<file path="src/rtl/pa_wb_trace_monitor.sv">
`default_nettype none
// ============================================================================
// Module      : pa_wb_trace_monitor
// Description : Bring-up run controller and writeback tracer for PA_Core.
//               Holds the core in reset until start_i is seen. It then enables
//               the core for exactly RUN_CYCLES cycles. Every writeback seen
//               on NUM_WB_PORTS channels during the run is captured into a
//               DEPTH-entry trace FIFO as {port, addr, value, cycle stamp}.
//               A host drains the FIFO through a pop/valid read port.
// Ports       : clock_i, reset_i (async, active-high)
//               start_i                       begin a run (IDLE/DONE only)
//               wbEn_i / wbAddr_i / wbVal_i   packed per-port writebacks
//               coreReset_o, coreRun_o, done_o  run control to the core
//               rdReq_i -> rdValid_o, rdPort_o, rdAddr_o, rdVal_o, rdCycle_o
//               count_o                       FIFO occupancy
//               overflow_o                    sticky dropped-writeback flag
// Revision    : 1.0 - initial release
// ============================================================================
module pa_wb_trace_monitor #(
    parameter  int NUM_WB_PORTS = 2,
    parameter  int ADDR_W       = 5,
    parameter  int DATA_W       = 16,
    parameter  int DEPTH        = 16,
    parameter  int RUN_CYCLES   = 15,
    localparam int CYC_W        = $clog2(RUN_CYCLES + 1),
    localparam int PORT_W       = (NUM_WB_PORTS > 1) ? $clog2(NUM_WB_PORTS) : 1,
    localparam int CNT_W        = $clog2(DEPTH + 1)
) (
    input  logic                           clock_i,
    input  logic                           reset_i,
    input  logic                           start_i,
    input  logic [NUM_WB_PORTS-1:0]        wbEn_i,
    input  logic [NUM_WB_PORTS*ADDR_W-1:0] wbAddr_i,
    input  logic [NUM_WB_PORTS*DATA_W-1:0] wbVal_i,
    output logic                           coreReset_o,
    output logic                           coreRun_o,
    output logic                           done_o,
    input  logic                           rdReq_i,
    output logic                           rdValid_o,
    output logic [PORT_W-1:0]              rdPort_o,
    output logic [ADDR_W-1:0]              rdAddr_o,
    output logic [DATA_W-1:0]              rdVal_o,
    output logic [CYC_W-1:0]               rdCycle_o,
    output logic [CNT_W-1:0]               count_o,
    output logic                           overflow_o
);

    localparam int PTR_W = $clog2(DEPTH);

    typedef enum logic [1:0] {
        S_IDLE = 2'd0,
        S_RUN  = 2'd1,
        S_DONE = 2'd2
    } state_t;

    state_t              r_state;
    state_t              w_nextState;

    logic [CYC_W-1:0]    r_cycle;
    logic [PTR_W-1:0]    r_wrPtr;
    logic [PTR_W-1:0]    r_rdPtr;
    logic [CNT_W-1:0]    r_count;
    logic                r_overflow;
    logic                r_coreReset;
    logic                r_coreRun;
    logic                r_done;
    logic                r_rdValid;
    logic [PORT_W-1:0]   r_rdPort;
    logic [ADDR_W-1:0]   r_rdAddr;
    logic [DATA_W-1:0]   r_rdVal;
    logic [CYC_W-1:0]    r_rdCycle;

    logic [PORT_W-1:0]   r_memPort [DEPTH];
    logic [ADDR_W-1:0]   r_memAddr [DEPTH];
    logic [DATA_W-1:0]   r_memVal  [DEPTH];
    logic [CYC_W-1:0]    r_memCyc  [DEPTH];

    logic                    w_runStart;
    logic                    w_lastCycle;
    logic                    w_pop;
    logic                    w_drop;
    logic [CNT_W-1:0]        w_free;
    logic [CNT_W-1:0]        w_pushCnt;
    logic [NUM_WB_PORTS-1:0] w_pushEn;
    logic [PTR_W-1:0]        w_pushIdx [NUM_WB_PORTS];

    // A start is only honoured outside RUN; it clears the trace on the same edge.
    assign w_runStart  = start_i && (r_state != S_RUN);
    assign w_lastCycle = (r_state == S_RUN) && (r_cycle == CYC_W'(RUN_CYCLES - 1));
    // A pop coinciding with a run start would read a trace that is being discarded.
    assign w_pop       = rdReq_i && (r_count != '0) && !w_runStart;

    // ---------------- FSM ----------------
    always_ff @(posedge clock_i or posedge reset_i) begin
        if (reset_i) begin
            r_state <= S_IDLE;
        end else begin
            r_state <= w_nextState;
        end
    end

    always_comb begin
        w_nextState = r_state;
        unique case (r_state)
            S_IDLE, S_DONE: if (start_i)     w_nextState = S_RUN;
            S_RUN:          if (w_lastCycle) w_nextState = S_DONE;
            default:                         w_nextState = S_IDLE;
        endcase
    end

    // ---------------- Push allocation ----------------
    // Free space is taken from the occupancy at the start of the cycle, so a
    // concurrent pop never makes room. Ports are granted in ascending order,
    // which means excess requests drop from the highest port downwards.
    always_comb begin
        w_free    = CNT_W'(DEPTH) - r_count;
        w_pushCnt = '0;
        w_pushEn  = '0;
        w_drop    = 1'b0;
        for (int p = 0; p < NUM_WB_PORTS; p++) begin
            w_pushIdx[p] = r_wrPtr + w_pushCnt[PTR_W-1:0];
            if (r_coreRun && wbEn_i[p]) begin
                if (w_pushCnt < w_free) begin
                    w_pushEn[p] = 1'b1;
                    w_pushCnt   = w_pushCnt + CNT_W'(1);
                end else begin
                    w_drop = 1'b1;
                end
            end
        end
    end

    // ---------------- Trace storage ----------------
    always_ff @(posedge clock_i) begin
        for (int p = 0; p < NUM_WB_PORTS; p++) begin
            if (w_pushEn[p]) begin
                r_memPort[w_pushIdx[p]] <= PORT_W'(p);
                r_memAddr[w_pushIdx[p]] <= wbAddr_i[p*ADDR_W +: ADDR_W];
                r_memVal[w_pushIdx[p]]  <= wbVal_i[p*DATA_W +: DATA_W];
                r_memCyc[w_pushIdx[p]]  <= r_cycle;
            end
        end
    end

    // ---------------- Control, pointers and read port ----------------
    always_ff @(posedge clock_i or posedge reset_i) begin
        if (reset_i) begin
            r_coreReset <= 1'b1;
            r_coreRun   <= 1'b0;
            r_done      <= 1'b0;
            r_cycle     <= '0;
            r_wrPtr     <= '0;
            r_rdPtr     <= '0;
            r_count     <= '0;
            r_overflow  <= 1'b0;
            r_rdValid   <= 1'b0;
            r_rdPort    <= '0;
            r_rdAddr    <= '0;
            r_rdVal     <= '0;
            r_rdCycle   <= '0;
        end else begin
            // Core controls are registered copies of the next state.
            r_coreReset <= (w_nextState == S_IDLE);
            r_coreRun   <= (w_nextState == S_RUN);
            r_done      <= (w_nextState == S_DONE);

            if (w_runStart) begin
                r_cycle    <= '0;
                r_wrPtr    <= '0;
                r_rdPtr    <= '0;
                r_count    <= '0;
                r_overflow <= 1'b0;
            end else begin
                if (r_state == S_RUN) begin
                    r_cycle <= r_cycle + CYC_W'(1);
                end
                r_wrPtr <= r_wrPtr + w_pushCnt[PTR_W-1:0];
                if (w_pop) begin
                    r_rdPtr <= r_rdPtr + PTR_W'(1);
                end
                r_count <= r_count + w_pushCnt - CNT_W'(w_pop);
                if (w_drop) begin
                    r_overflow <= 1'b1;
                end
            end

            r_rdValid <= w_pop;
            if (w_pop) begin
                r_rdPort  <= r_memPort[r_rdPtr];
                r_rdAddr  <= r_memAddr[r_rdPtr];
                r_rdVal   <= r_memVal[r_rdPtr];
                r_rdCycle <= r_memCyc[r_rdPtr];
            end
        end
    end

    assign coreReset_o = r_coreReset;
    assign coreRun_o   = r_coreRun;
    assign done_o      = r_done;
    assign rdValid_o   = r_rdValid;
    assign rdPort_o    = r_rdPort;
    assign rdAddr_o    = r_rdAddr;
    assign rdVal_o     = r_rdVal;
    assign rdCycle_o   = r_rdCycle;
    assign count_o     = r_count;
    assign overflow_o  = r_overflow;

endmodule
`default_nettype wire

</file>
<file path="config.mk">
export PLATFORM = sky130hd
export DESIGN_NAME = pa_wb_trace_monitor
export DESIGN_NICKNAME = d
export VERILOG_FILES = /design/src/rtl/pa_wb_trace_monitor.sv
export SDC_FILE = /design/constraint.sdc
export NUM_CORES = 1
export LEC_CHECK = 0
export BUFFER_PORTS_ARGS = -buffer_cell sky130_fd_sc_hd__buf_2
export CORE_MARGIN = 2
export CORE_UTILIZATION = 55
export CTS_BUF_LIST = sky130_fd_sc_hd__clkbuf_2 sky130_fd_sc_hd__clkbuf_4 sky130_fd_sc_hd__clkbuf_8
export CTS_CLUSTER_DIAMETER = 50
export CTS_CLUSTER_SIZE = 16
export DETAILED_ROUTE_END_ITERATION = 8
export GPL_ROUTABILITY_DRIVEN = 0
export PLACE_DENSITY = 0.7
export SYNTH_ARGS = -nofsm -noshare
export SYNTH_HDL_FRONTEND = slang
export SYNTH_SLANG_ARGS = --single-unit
export TNS_END_PERCENT = 50
</file>
<file path="constraint.sdc">
create_clock -name clock_i -period 5.7 [get_ports clock_i]
set_input_delay 0.855 -clock clock_i [delete_from_list [all_inputs] [get_ports clock_i]]
set_output_delay 0.855 -clock clock_i [all_outputs]
set_load 0.01 [all_outputs]
</file>
==> run_results.csv <==
group,metric,value,unit
layout,mostFrequentLayoutCell,"edfxtp_1",
clocking,cts_tree,"done",
clocking,cts_setup_buffers,0,
synthesis,syn_inst,1367,
grt,antenna_found_initial,1,
floorplanning,die_h,208,um
timing,rsz0062_at_grt,"false",
grt,grt.total_usage,26.7,%
synthesis,syn_nets,1433,
worst_setup_path,critPathLaunch,"count_o[0]",
worst_setup_path,cp_data_required_time,5.98,ns
clocking,insertion_delay,0.66,ns
clocking,cts.repair.resized,0,
synthesis,synth-edff-count,400,
floorplanning,num_rows,74,
floorplanning,fp.coreArea,0.0409,mm^2
route,remaining_drc_errors,0,
timing,fin_setup_tns,0,ns
timing,finalSetupViolations,0,
clocking,h-tree-depth,2,
route,vias_per_cell,6.35,
worst_setup_path,regToRegEndpoint,"r_memAddr[2][1]",
floorplanning,io_pins,84,
power_and_ir_drop,p_leak,0.00841,uW
synthesis,ys_seq_area_share,59.5,%
timing,slew_headroom,20.1,%
clocking,clk_pin_slew,0.10,ns
worst_setup_path,ff2ff_path_depth,15,
power_and_ir_drop,power.switching,4170,uW
worst_setup_path,start_kind,"flop",
synthesis,synth_seq_cells,466,
timing,final_hold_viol_count,0,
worst_setup_path,cp.arrival,4.79,ns
layout,areaGrowthSynthToFinish,8.57,%
power_and_ir_drop,clock_power_share,20.1,%
synthesis,async_reset_ff_share,10.7,%
synthesis,avgSynthCellArea,16.7,um^2
clocking,hold_buffers,0,
synthesis,synth_flop_cell,"edfxtp_1",
worst_setup_path,worstSetupEndpointType,"flop",
route,drt_iter0_drc,1044,
layout,final_cell_count_no_fill,1985,
power_and_ir_drop,p_sw_share,35.5,%
placement,dp.cells,1897,
power_and_ir_drop,power_density,473,mW/mm^2
route,ant_nets,0,
worst_setup_path,endpoint,"r_memAddr[2][1]",
power_and_ir_drop,vdd_drop_max,0.000265,V
clocking,cts_made_buffers,47,
clocking,max-clock-path-buffers,3,
worst_setup_path,reg2reg_slack,1.19,ns
timing,fin_skew,0.0266,ns
run_status,status,"finished clean",
synthesis,ys_warn_count,0,
placement,port_buffers,83,
route,wl,57200,um
route,drtPass1Iterations,5,
clocking,clock-sinks,466,
power_and_ir_drop,internal_power,7570,uW
timing,finalCriticalPeriod,4.51,ns
route,avgRoutedWirePerCell,28.8,um
grt,grt_pass1_vias,13000,
power_and_ir_drop,seq_power_share,44.7,%
timing,tightest_slew,1.19,ns
timing,period_share,79.2,%
layout,final_cell_mix,"400 x edfxtp_1, 303 x mux2_2, 104 x mux4_2",
synthesis,ys_types,58,
power_and_ir_drop,comb_power_share,35.3,%
clocking,cts-root-buf,"clkbuf_8",
timing,final_max_slew_viol_count,0,
grt,grt_pass1_wl,84900,um
grt,gr-total-overflow,0,
grt,grt_max_degree,50,
timing,fmax,0.222,GHz
worst_setup_path,worst-setup-path-type,"flop to flop",
floorplanning,die_area,0.0432,mm^2
placement,dp_hpwl,32700,um
synthesis,synth_area,0.0228,mm^2
layout,final_nets,1480,
floorplanning,dieWidth,208,um
flow_run,maxCapViolations,0,
worst_setup_path,path_max_fanout,25,
worst_hold_path,hp-class,"primary input to async pin",
floorplanning,start_util,55.8,%
route,via_count,12600,
worst_setup_path,r2r_start,"count_o[0]",
layout,drive_gt1_share,46.3,%
## per-layer routing
layer	routed length, um	part of all wire, %	up-vias	track usage, %
met5	0	0	-	0
met4	1700	3.0	0	8.51
met3	3060	5.3	102	4.39
met2	28500	50	384	45.0
met1	23900	42	6621	35.7
li1	-	-	5504	-
## through the flow
step                power [uW]  area [um^2]  util [%]  hold slack (ns)  setup WS (ns)
floorplan                 8150        22800         -            0.421           1.04
global placement          9380        23700      58.0            0.430           1.34
detailed placement        9490        23700      58.0            0.438           1.24
CTS                      11800        24800      60.6            0.253           1.21
global route             12300        24800      60.6            0.280          0.883
finish                   11700        24800      60.6            0.276           1.19
## Yosys cell counts, drive strengths merged, types with 2 or more instances
cell     number  area share, %
o211ai       35            1.1
dfxtp        16            1.4
nor2b        10           0.27
o2111ai       2          0.077
edfxtp      400             53
and3          3           0.10
a22oi        26           0.85
a211oi       17            1.0
a21o         10           0.33
nand3b        2          0.066
a21oi         6           0.18
mux2        336             17
mux2i        26            1.1
clkbuf       73            1.2
xnor2         7           0.35
nand2b       15           0.41
fa            2           0.18
nor3          5           0.11
dfrtp        49            5.4
mux4        104             10
a211o         8           0.31
nand3        13           0.28
xor2          5           0.27
and3b         2          0.077
o22ai         2          0.055
nand2        43           0.71
o21ai        27           0.59
ha           16           0.88
and2          3          0.082
buf          50            1.6
o21bai        2          0.066
nor2         15           0.25
inv          24           0.39
## sequential cells by signal (all words and copies together), names as in the netlist, 2 cells and up
signal / flops
r_memVal: 256
r_memAddr: 80
r_memCyc: 64
r_memPort: 16
rdVal_o: 16
count_o: 5
rdAddr_o: 5
r_cycle: 4
r_rdPtr: 4
r_wrPtr: 4
rdCycle_o: 4
r_state: 2
## worst max-delay path, cell delays in order (launching register included)
cell and delay (ns):
dfrtp_1 0.46, inv_1 0.11, ha_1 0.24, and2_1 0.14, ha_1 0.27, nand2b_1 0.13
nor2_1 0.13, buf_4 0.22, a21oi_1 0.10, ha_1 0.21, ha_1 0.22, xnor2_1 0.29
nand3_1 0.26, a211oi_4 0.21, buf_4 0.39, nand2b_2 0.75
## cell families after synthesis
family,synth area share [%]
compound gates,4.87
xor+xnor,0.624
fa+ha+maj,1.10
buf+inv,3.18
flops,59.5
mux,28.3
simple gates,2.51
## power by group through the flow
stage	registers, uW	logic (uW)	clock network (uW)
after global placement	5290	4100	0
after CTS	5250	4170	2400
after floorplan	5090	3060	0
after detailed placement	5320	4160	0
after global routing	5330	4450	2520
final	5250	4140	2360
## worst min-delay path by stage
stage | from | slack [ns] | depth (start not counted) | end
6_report | reset_i | 0.28 | 2 | rdCycle_o[1]
5_1_grt | reset_i | 0.28 | 2 | rdVal_o[14]
4_1_cts | reset_i | 0.25 | 2 | rdCycle_o[1]
3_5_place_dp | r_memPort[7] | 0.44 | 1 | r_memPort[7]
3_3_place_gp | r_memPort[2] | 0.43 | 1 | r_memPort[2]
2_1_floorplan | r_memPort[6] | 0.42 | 1 | r_memPort[6]
## cell type report
cell class / count / area [um^2]
Sequential cell: 466 / 13600
Multi-Input combinational cell: 753 / 8680
Antenna cell: 1 / 2.50
Tap cell: 532 / 666
Clock inverter: 33 / 354
Inverter: 25 / 93.8
Timing Repair Buffer: 121 / 713
Clock buffer: 54 / 706
Fill cell: 3118 / 16100
Note: power is estimated with default switching activity, not from simulation.
